**src/rtl/mesi_isc_mem_ctrl.sv**
```systemverilog
// mesi_isc_mem_ctrl: round-robin main-memory controller for the four CPU main-bus ports
// Ports: clk, rst (async, active-low); mbus_cmd_i/mbus_addr_i/mbus_data_wr_i carry one slice per CPU;
//        mbus_ack_o one-hot ack pulse, mbus_data_rd_o read data, busy_o access in flight,
//        addr_err_o out-of-range pulse, stat_rd_o/stat_wr_o 16-bit saturating per-CPU counters.
module mesi_isc_mem_ctrl #(
   parameter int MBUS_CMD_WIDTH = 3,
   parameter int ADDR_WIDTH     = 32,
   parameter int DATA_WIDTH     = 32,
   parameter int MEM_DEPTH      = 10,
   parameter int MEM_LAT        = 2
) (
   input  logic                        clk,
   input  logic                        rst,
   input  logic [4*MBUS_CMD_WIDTH-1:0] mbus_cmd_i,
   input  logic [4*ADDR_WIDTH-1:0]     mbus_addr_i,
   input  logic [4*DATA_WIDTH-1:0]     mbus_data_wr_i,
   output logic [3:0]                  mbus_ack_o,
   output logic [DATA_WIDTH-1:0]       mbus_data_rd_o,
   output logic                        busy_o,
   output logic                        addr_err_o,
   output logic [4*16-1:0]             stat_rd_o,
   output logic [4*16-1:0]             stat_wr_o
);
   localparam int AW = (MEM_DEPTH > 1) ? $clog2(MEM_DEPTH) : 1;
   localparam logic [MBUS_CMD_WIDTH-1:0] CMD_WR = MBUS_CMD_WIDTH'(1);
   localparam logic [MBUS_CMD_WIDTH-1:0] CMD_RD = MBUS_CMD_WIDTH'(2);
   typedef enum logic [1:0] {IDLE, ACCESS, ACK} state_t;
   state_t                  state_q, state_d;
   logic [1:0]              pri_q, pri_d, idx_q, idx_d, gnt_idx;
   logic                    wr_q, wr_d, busy_q, busy_d, err_q, err_d, gnt_vld, in_rng;
   logic [ADDR_WIDTH-1:0]   addr_q, addr_d;
   logic [DATA_WIDTH-1:0]   wdata_q, wdata_d, rdata_q, rdata_d;
   logic [3:0]              lat_q, lat_d, ack_q, ack_d, req;
   logic [DATA_WIDTH-1:0]   mem_q [MEM_DEPTH];
   logic [DATA_WIDTH-1:0]   mem_d [MEM_DEPTH];
   logic [3:0][15:0]        st_rd_q, st_rd_d, st_wr_q, st_wr_d;
   logic [AW-1:0]           aidx;
   assign in_rng = addr_q < ADDR_WIDTH'(MEM_DEPTH);
   assign aidx   = addr_q[AW-1:0];
   // Broadcast and unknown commands belong to mesi_isc; only plain RD/WR request memory.
   always_comb begin
      for (int n = 0; n < 4; n++) begin
         req[n] = (mbus_cmd_i[n*MBUS_CMD_WIDTH +: MBUS_CMD_WIDTH] == CMD_WR) ||
                  (mbus_cmd_i[n*MBUS_CMD_WIDTH +: MBUS_CMD_WIDTH] == CMD_RD);
      end
   end
   // Scanning downwards lets the requester closest to pri overwrite the others.
   always_comb begin
      gnt_vld = 1'b0;
      gnt_idx = 2'd0;
      for (int i = 3; i >= 0; i--) begin
         if (req[pri_q + 2'(i)]) begin
            gnt_vld = 1'b1;
            gnt_idx = pri_q + 2'(i);
         end
      end
   end
   always_ff @(posedge clk or negedge rst) begin
      if (!rst) begin
         state_q <= IDLE;
         pri_q   <= '0;
         idx_q   <= '0;
         wr_q    <= 1'b0;
         addr_q  <= '0;
         wdata_q <= '0;
         rdata_q <= '0;
         lat_q   <= '0;
         ack_q   <= '0;
         busy_q  <= 1'b0;
         err_q   <= 1'b0;
         st_rd_q <= '0;
         st_wr_q <= '0;
         for (int i = 0; i < MEM_DEPTH; i++) mem_q[i] <= '0;
      end else begin
         state_q <= state_d;
         pri_q   <= pri_d;
         idx_q   <= idx_d;
         wr_q    <= wr_d;
         addr_q  <= addr_d;
         wdata_q <= wdata_d;
         rdata_q <= rdata_d;
         lat_q   <= lat_d;
         ack_q   <= ack_d;
         busy_q  <= busy_d;
         err_q   <= err_d;
         st_rd_q <= st_rd_d;
         st_wr_q <= st_wr_d;
         mem_q   <= mem_d;
      end
   end
   always_comb begin
      state_d = state_q;
      if (state_q == IDLE && gnt_vld) state_d = ACCESS;
      else if (state_q == ACCESS && lat_q == '0) state_d = ACK;
      else if (state_q == ACK) state_d = IDLE;
   end
   always_comb begin
      pri_d   = pri_q;
      idx_d   = idx_q;
      wr_d    = wr_q;
      addr_d  = addr_q;
      wdata_d = wdata_q;
      rdata_d = rdata_q;
      lat_d   = lat_q;
      busy_d  = busy_q;
      st_rd_d = st_rd_q;
      st_wr_d = st_wr_q;
      mem_d   = mem_q;
      ack_d   = '0;
      err_d   = 1'b0;
      if (state_q == IDLE && gnt_vld) begin
         idx_d   = gnt_idx;
         wr_d    = mbus_cmd_i[32'(gnt_idx)*MBUS_CMD_WIDTH +: MBUS_CMD_WIDTH] == CMD_WR;
         addr_d  = mbus_addr_i[32'(gnt_idx)*ADDR_WIDTH +: ADDR_WIDTH];
         wdata_d = mbus_data_wr_i[32'(gnt_idx)*DATA_WIDTH +: DATA_WIDTH];
         // MEM_LAT wait edges, then the access edge itself: ack lands MEM_LAT+1 edges after grant.
         lat_d   = 4'(MEM_LAT);
         busy_d  = 1'b1;
      end else if (state_q == ACCESS) begin
         if (lat_q != '0) begin
            lat_d = lat_q - 4'd1;
         end else begin
            if (wr_q && in_rng) mem_d[aidx] = wdata_q;
            if (!wr_q) rdata_d = in_rng ? mem_q[aidx] : '0;
            ack_d[idx_q] = 1'b1;
            err_d        = !in_rng;
            if (wr_q) st_wr_d[idx_q] = (st_wr_q[idx_q] == 16'hFFFF) ? st_wr_q[idx_q] : st_wr_q[idx_q] + 16'd1;
            else      st_rd_d[idx_q] = (st_rd_q[idx_q] == 16'hFFFF) ? st_rd_q[idx_q] : st_rd_q[idx_q] + 16'd1;
         end
      end else if (state_q == ACK) begin
         busy_d = 1'b0;
         pri_d  = idx_q + 2'd1;
      end
   end
   assign mbus_ack_o     = ack_q;
   assign mbus_data_rd_o = rdata_q;
   assign busy_o         = busy_q;
   assign addr_err_o     = err_q;
   assign stat_rd_o      = st_rd_q;
   assign stat_wr_o      = st_wr_q;
endmodule
```
**config.mk**
```make
export PLATFORM = sky130hd
export DESIGN_NAME = mesi_isc_mem_ctrl
export DESIGN_NICKNAME = d
export VERILOG_FILES = /design/src/rtl/mesi_isc_mem_ctrl.sv
export SDC_FILE = /design/constraint.sdc
export NUM_CORES = 1
export LEC_CHECK = 0
export ABC_AREA = 1
export BUFFER_PORTS_ARGS = -buffer_cell sky130_fd_sc_hd__buf_2
export CORE_UTILIZATION = 30
export DETAILED_ROUTE_END_ITERATION = 8
export GPL_TIMING_DRIVEN = 0
export PLACE_DENSITY = 0.49
export SLEW_MARGIN = 20
export SYNTH_ARGS = -nofsm -noshare
export SYNTH_HDL_FRONTEND = slang
export SYNTH_SLANG_ARGS = --single-unit
```
**constraint.sdc**
```tcl
create_clock -name clk -period 3 [get_ports clk]
set_input_delay 0.45 -clock clk [delete_from_list [all_inputs] [get_ports clk]]
set_output_delay 0.45 -clock clk [all_outputs]
set_load 0.02 [all_outputs]
```
==> results of run 1 <==
[stage by stage]
step	total power, mW	worst slack, ps
4_1_cts	37.3	7.49
6_report	37.2	47.7
5_1_grt	39.4	14.6
2_1_floorplan	21.2	941
3_5_place_dp	28.8	-324
3_3_place_gp	28.8	-11080
[layer usage]
metal	vias up	track usage	part of all wire
li1	12700	-	-
met1	12900	0.316	0.43
met2	920	0.384	0.47
met3	197	0.0381	0.061
met4	10	0.0895	0.037
met5	-	0	0.00053
[Yosys cell counts, drive strengths merged]
library cell and instances:
a21oi 13, a22oi 36, a31o 1, a31oi 16, a32o 12, a32oi 2
and2 3, buf 135, clkbuf 78, clkinv 1, dfrtp 561, ha 7
inv 350, nand2 1183, nand3 376, nand3b 1, nand4 15, nor2 141
nor3 8, nor3b 1, nor4 2, o211ai 29, o21a 9, o21ai 431
o22ai 117, o41ai 10, or2 18, xnor2 4
[kinds of logic (layout without fill, tap and decap cells)]
kind of cell / Yosys count / after routing
adder cells (fa/ha/maj): 7 / 7
XOR/XNOR: 4 / 4
AND/OR/NAND/NOR: 1748 / 1748
buffers and inverters: 564 / 1124
flip-flops: 561 / 561
AO/OA/AOI/OAI: 676 / 676
other: 0 / 2
[layout make-up]
cell class / instances / area, um^2 / area share
plain buffers: 213 / 1490 / 0.0427
repair buffers: 443 / 2390 / 0.0684
well taps: 1265 / 1580 / 0.0453
clock inverters: 21 / 333 / 0.00953
diodes: 2 / 5.00 / 0.000143
inverters: 351 / 1330 / 0.0381
flip-flops and latches: 561 / 14000 / 0.402
multi-input cells: 2435 / 11900 / 0.340
clock buffers: 96 / 1890 / 0.0540
[worst paths after layout]
kind                                   start                  to  slack [ps]  depth (start not counted)
max                                addr_q[1]  mbus_data_rd_o[14]          50                          9
min                         mbus_addr_i[106]          addr_q[10]          90                          3
max reg2reg                        addr_q[1]  mbus_data_rd_o[14]          50                          9
min reg2reg                mbus_data_rd_o[5]   mbus_data_rd_o[5]         470                          2
max in group asynchronous                rst         wdata_q[20]        1170                          5
min in group asynchronous                rst       stat_wr_o[51]         390                          2
[power by group through the flow]
stage                     combinational [mW]  sequential, mW  clock, mW
after global routing                    20.7            9.94       8.74
after global placement                  18.8            9.98          0
after detailed placement                18.9            9.96          0
after CTS                               18.9            9.84       8.47
final                                   19.0            9.84       8.30
after floorplan                         11.0            10.2          0
[what timing repair did]
| item | CTS | global route |
|---|---|---|
| hold endpoints to repair | 57 | 0 |
| endpoints found under the setup margin | 11 | 5 |
| hold buffers | 1 | 0 |
| gates resized for setup | 6 | 16 |
[sequential cells by signal, summed over array words and instances (netlist names)]
name	count
addr_q	32
pri_q	2
stat_wr_o	64
wr_q	1
mbus_data_rd_o	32
idx_q	2
wdata_q	32
busy_o	1
lat_q	4
mbus_ack_o	4
stat_rd_o	64
mem_q	320
addr_err_o	1
state_q	2
[critical path: cells and delay by family (launching register included)]
| kind | cells | cell delay [ps] |
|---|---|---|
| flip-flops | 1 | 320 |
| AND/OR/NAND/NOR | 3 | 390 |
| AO/OA/AOI/OAI | 2 | 590 |
| buffers and inverters | 4 | 1590 |
[cells in the final DEF, fill, tap and decap left out, types with 67 or more instances in the layout]
cell / n
sky130_fd_sc_hd__inv_1: 329
sky130_fd_sc_hd__o22ai_1: 113
sky130_fd_sc_hd__nor2_1: 124
sky130_fd_sc_hd__buf_6: 71
sky130_fd_sc_hd__o21ai_0: 87
sky130_fd_sc_hd__o21ai_1: 280
sky130_fd_sc_hd__dfrtp_1: 561
sky130_fd_sc_hd__nand2_1: 1175
sky130_fd_sc_hd__clkbuf_16: 67
sky130_fd_sc_hd__buf_2: 468
sky130_fd_sc_hd__nand3_1: 350
sky130_fd_sc_hd__clkbuf_1: 86
==> run summary, run 1 <==
The proportion of layout cells with a drive suffix above 1 is 0.211. Entering global routing, the biggest net connects 94 pins. The final critical-path share of the clock period came out at 0.984. The number of different library cells used by synthesis comes to 51. After detailed placement, the design holds a cell count of 5,267. The worst voltage drop across the vdd grid came out at 0.508 mV.

The number of antenna violations at the first check in global routing is 8. Of the total power, registers draw 0.265. The clock buffer count from CTS is 67. The area share of the leading cell type in the synthesized netlist came out at 0.489.

The number of vias after detailed routing came out at 26,700. Yosys printed 0 warnings. The simple-gate portion of the synthesized area came out at 0.262.

The flow ran to the end, and the final reports show no timing, DRC or antenna violations. Clock tree synthesis selected as its root buffer the cell sky130_fd_sc_hd__clkbuf_16. The worst setup path is captured at a register. The largest driver fanout on the critical path is 10.

The clock network power share is 0.223. Hold is met by roughly 93 ps. The area growth from synthesis to final layout came out at 21.7%. The starting utilization of the core area came out at 0.303. Setup repair after global routing left no endpoint under its margin. The die area came out at 0.0969 mm^2. The register area share after synthesis came out at 0.489. The final count of pins violating max slew is 0. The length of the first detailed-routing pass in iterations is 6. By instance count, the cell type seen most on the critical path is sky130_fd_sc_hd__clkbuf_1. The clock slew at the register clock pins of the worst setup and hold paths came out at 60 ps. The xor-xnor portion of the synthesized cell area came out at 0.00148. The post-synthesis area per instance came out at 8.07 um^2. The wire-length estimate of the detail-placed layout is 87,900 um. TritonCTS built the clock tree. The critical path arrival came out at 3530 ps. The power density over cell area came out at between 1000 and 1500 mW/mm^2. After floorplanning, the core was divided into roughly 110 placement rows. Clock latency on the worst-skew pair, taken at its later pin, is 640 ps. The net switching power is 18.5 mW. The highest cell delay on the worst timing path is about 590 ps. After global routing the overflow that remains totals 0. The vias per cell is 4.96.

The cell area after placement is 0.0327 mm^2. The synthesized-area fraction occupied by adder cells came out at 0.00305. Dividing the detail-routed wire length by the instance count gives between 20 and 25 um. Fill cells in the final layout number approximately 10,000.

The category of the worst setup path launch point is a register. In the routed design, unresolved DRC markers number 0. The H-tree level count is 3. After synthesis, the cell types taking the most area are sky130_fd_sc_hd__dfrtp_1 (49%), sky130_fd_sc_hd__nand2_1 (15%), sky130_fd_sc_hd__nand3_1 (6.1%), sky130_fd_sc_hd__o21ai_1 (4.9%), sky130_fd_sc_hd__inv_1 (4.3%). In this run, the number of DRC markers left after iteration 0 of detailed routing was 2,567. The post-layout net count came out at 4,349. The total length of routed wires is 116,000 um.

The synthesized-area fraction occupied by ao, oa, aoi and oai cells is 0.147. The via count of the first global-routing pass is 26,300. The largest buffer count on any clock path is 3. The total count of hold-check failures in the final report came out at 0.

By area, the combinational part of the netlist is dominated by simple AND/OR/NAND/NOR gates. Input and output buffers added on the ports amount to 435. The endpoint required time on the critical path came out at approximately 3600 ps. The CTS sink count is 561. The I/O pin count came out at 436.

The fraction of power spent switching nets came out at 0.498. The horizontal extent of the die is a little over 300 um. The first-pass GRT wire length is around 170,000 um. After synthesis, the share of cell area in mux cells is 0. The proportion of power drawn by combinational gates came out at 0.512. The count of buffers added by post-CTS timing repair for setup came out at 0. The maximum clock frequency is about 340 MHz.

The total setup violations reported at the end of the flow is 0. The post-layout instance count excluding filler cells came out at between 5,000 and 6,000. The path category of the worst min-delay check is in -> reg.

The synthesized netlist net count is about 3,800. For this design, the slowest cell found on the critical path is sky130_fd_sc_hd__clkbuf_1. The core footprint is 0.0949 mm^2. For the pin with the worst max-slew slack, the measured transition is between 800 and 900 ps.

The number of flip-flops and latches in the synthesized netlist came out at ~560. The end-of-flow core utilization is 0.368. Summing all non-filler instances in the final layout gives an area of 0.0349 mm^2. Traced cell by cell, the critical path runs through clkbuf_1 -> nor2_1 -> inv_2 -> clkbuf_1 -> clkbuf_2 -> o22ai_1 -> o21ai_0 -> nand3_1 -> nand2_1. The last weighted congestion value of the routability-driven placer came out at 0.925.

The count of antenna-violating nets left after detailed routing is 0. Across every metal layer, demand over resource in global routing totals 0.237. The chip height came out at 311 um.

The time the final worst path needs with I/O delays and setup came out at ~3000 ps. Summed over all instances, the cell type with the most area after synthesis is sky130_fd_sc_hd__dfrtp_1. The final clock skew came out at 30.1 ps. The post-route setup TNS is 0 ps. After synthesis the cells add up to 0.0287 mm^2. The critical path is of the reg -> reg type.

Internal power comes to between 15 and 20 mW. The number of max-cap violations is 0. The standby leakage power came out at 18.0 nW. The number of cells produced by synthesis is 3,560. The headroom to the max-slew limit came out at 0.417.
No activity file was read; power rests on OpenSTA's default activity.
==> run 2: changes to the inputs <==
Settings changed: GPL_TIMING_DRIVEN 0 to default.
Clock period 3 ns to 3.5 ns, I/O delays scaled along.
==> run 2 against run 1 <==
Core utilization decreased by 0.79 points. Count of clock-buffer cells in the layout up 2. Clock power is 12% lower. Die area unchanged. Design area fell by 2.1%. Critical path depth increased by 2. Fmax is 8.8% higher. Critical path type unchanged.
==> run summary, run 2 (synthesized netlist as in run 1, its figures left out) <==
The path category of the worst min-delay check is in -> reg (unchanged). The starting utilization of the core area is 0.303 (unchanged). The kind of end point of the critical path was a register (unchanged).

The top register by number of flip-flops is mem_q (unchanged). The post-route setup TNS was 0 ps (unchanged). The post-cts resize count is 0 (was 6). The worst voltage drop across the vdd grid is 0.549 mV (was 0.508 mV). The total grt overflow is 0 (unchanged).

The proportion of power drawn by combinational gates is 0.479 (was 0.512). The count of routing violations after the opening detailed-route iteration came out at 1,821 (was 2,567). The area growth from synthesis to final layout came out at 19.0% (was 21.7%). The worst-skew pair later-pin latency came out at 630 ps (was 640 ps). The count of buffers added by post-CTS timing repair for setup is 0 (unchanged). The horizontal extent of the die was 311 um (unchanged). The worst setup path category is reg -> reg (unchanged).

The total count of hold-check failures in the final report came to 0 (unchanged). Commonest cells after routing, fill and taps aside: sky130_fd_sc_hd__nand2_1 (1,173), sky130_fd_sc_hd__dfrtp_1 (560), sky130_fd_sc_hd__buf_2 (434) (was sky130_fd_sc_hd__nand2_1 (1,175), sky130_fd_sc_hd__dfrtp_1 (561), sky130_fd_sc_hd__buf_2 (468)). The number of vias after detailed routing was 25,600 (was 26,700). The number of buffers added to fix hold violations after cts is 1 (unchanged). The CTS sink count is 561 (unchanged). The per-cell routed wire length was 19.5 um (was 21.6 um).

The number of rows created at floorplan came out at 113 (unchanged). The root buffer cell is sky130_fd_sc_hd__clkbuf_16 (unchanged). The standby leakage power is 17.6 nW (was 18.0 nW).

The largest driver fanout on the critical path came to 39 (was 10). The first-pass GRT wire length came out at 157,000 um (was 173,000 um). The flip-flop count of the largest register, all copies and words added is 320 (unchanged). The sequential fraction of design power came to 0.280 (was 0.265).

The critical path arrival is 3190 ps (was 3530 ps). The total length of routed wires is 102,000 um (was 116,000 um). The largest buffer count on any clock path is 3 (unchanged). The number of inserted filler cells in the final layout came out at 10,000 (about the same). The die area is 0.0969 mm^2 (unchanged).

The number of max-cap violations came out at 0 (unchanged). The power density over cell area came out at 884 mW/mm^2 (was 1060 mW/mm^2). The category of the worst setup path launch point was a register (unchanged). The count of antenna-violating nets left after detailed routing came to 0 (unchanged).

The fraction of power spent switching nets is 0.474 (was 0.498). The final critical-path share of the clock period came out at 0.775 (was 0.984). The headroom to the max-slew limit is 0.479 (was 0.417).

The length of the first detailed-routing pass in iterations came to 5 (was 6). The final count of pins violating max slew is 0 (unchanged). The I/O pin count came out at 436 (unchanged). The number of buffer cells added on primary ports is 435 (unchanged). The post-layout net count came out at 4,209 (was 4,349). The chip height is 311 um (unchanged). The last weighted congestion value of the routability-driven placer is 0.889 (was 0.925). The clock slew at the register clock pins of the worst setup and hold paths came out at 60 ps (about the same). The maximum number of pins on one net before global-route repair was 78 (was 94). Result of the run: complete, no violations (unchanged).

The clock buffer count from CTS came out at 68 (was 67). The global-route usage over all layers is 0.210 (was 0.237). The number of antenna violations at the first check in global routing is 7 (was 8). The H-tree level count is 3 (unchanged). The vias per cell came out at 4.86 (was 4.96). The internal power contribution is 15.9 mW (was 18.7 mW). The via count of the first global-routing pass is 25,400 (was 26,300). The post-detailed-route DRC marker count came out at 0 (unchanged). The maximum clock frequency was 369 MHz (was 339 MHz).

The leading cell type in the layout, fill and taps excluded is sky130_fd_sc_hd__nand2_1 (unchanged). The core footprint is 0.0949 mm^2 (unchanged). The slew at the pin with the worst max-slew slack is 781 ps (was 874 ps). Setup repair after global routing missed its margin: no (unchanged).

The final clock skew is 36.6 ps (was 30.1 ps). The clock network power share came out at 0.241 (was 0.223). The endpoint required time on the critical path came to 3980 ps (was 3580 ps). The proportion of layout cells with a drive suffix above 1 is 0.204 (was 0.211).

The net switching power is 14.3 mW (was 18.5 mW). The time the final worst path needs with I/O delays and setup is 2710 ps (was 2950 ps). The total setup violations reported at the end of the flow is 0 (unchanged).

The detailed placement HPWL is 69,200 um (was 87,900 um). The post-layout total power is 30.2 mW (was 37.2 mW). The reg-to-reg setup timing slack came out at 790 ps (was 50 ps). The clock tree from TritonCTS is done (unchanged).
[run 2: final timing paths]
check | from | endpoint | cells after the start
setup / recovery | idx_q[0] | stat_wr_o[44] | 11
max in group asynchronous | rst | wdata_q[7] | 3
hold reg to reg | mbus_data_rd_o[15] | mbus_data_rd_o[15] | 2
setup reg to reg | idx_q[0] | stat_wr_o[44] | 11
min in group asynchronous | rst | stat_wr_o[58] | 2
hold / removal | mbus_data_wr_i[99] | wdata_q[3] | 3
[run 2: routing by layer]
metal  global-route usage  wire length [um]  up-vias  part of all wire
met3               0.0255              4280      167             0.042
met1                0.282             46600    12300              0.46
met5                    0                13        -           0.00013
met4               0.0846              3790        2             0.037
met2                0.341             47700      700              0.47
li1                     -                 -    12400                 -
[run 2: worst max-delay path, cell delays in order (launching register included)]
cell and delay [ps]:
sky130_fd_sc_hd__dfrtp_2 430, sky130_fd_sc_hd__inv_4 370, sky130_fd_sc_hd__buf_4 320, sky130_fd_sc_hd__nand2_1 70, sky130_fd_sc_hd__nand3_1 90, sky130_fd_sc_hd__nand2_1 150
sky130_fd_sc_hd__nor2_2 180, sky130_fd_sc_hd__nand4_1 190, sky130_fd_sc_hd__nor2_1 270, sky130_fd_sc_hd__nand3_1 100, sky130_fd_sc_hd__o21ai_0 220, sky130_fd_sc_hd__o21ai_0 150
[run 2: layout make-up]
type / instances / area, um^2 / share of cell area
antenna: 6 / 15.0 / 0.000439
tap: 1265 / 1580 / 0.0463
timing repair buffer: 515 / 3000 / 0.0879
sequential: 561 / 14000 / 0.411
clock inverter: 22 / 315 / 0.00922
inverter: 351 / 1340 / 0.0391
clock buffer: 98 / 1970 / 0.0575
multi-input combinational: 2435 / 11900 / 0.349
[run 2: stage by stage]
step | util | setup WS (ps) | hold slack (ps) | cell area (um^2) | std cells
after floorplan | - | 1440 | 229 | 28700 | 3560
after global placement | 0.336 | 650 | 462 | 31900 | 5126
after detailed placement | 0.336 | 624 | 464 | 31900 | 5126
after CTS | 0.360 | 775 | 146 | 34200 | 5247
after global routing | 0.360 | 483 | 169 | 34200 | 5252
final | 0.360 | 788 | 180 | 34200 | 5253
[run 2: power groups by stage]
stage	clock, mW	sequential [mW]	combinational (mW)
final	7.27	8.46	14.5
after global routing	7.67	8.56	16.1
after global placement	0	8.58	14.6
after CTS	7.43	8.47	14.6
after floorplan	0	8.79	9.40
after detailed placement	0	8.57	14.6
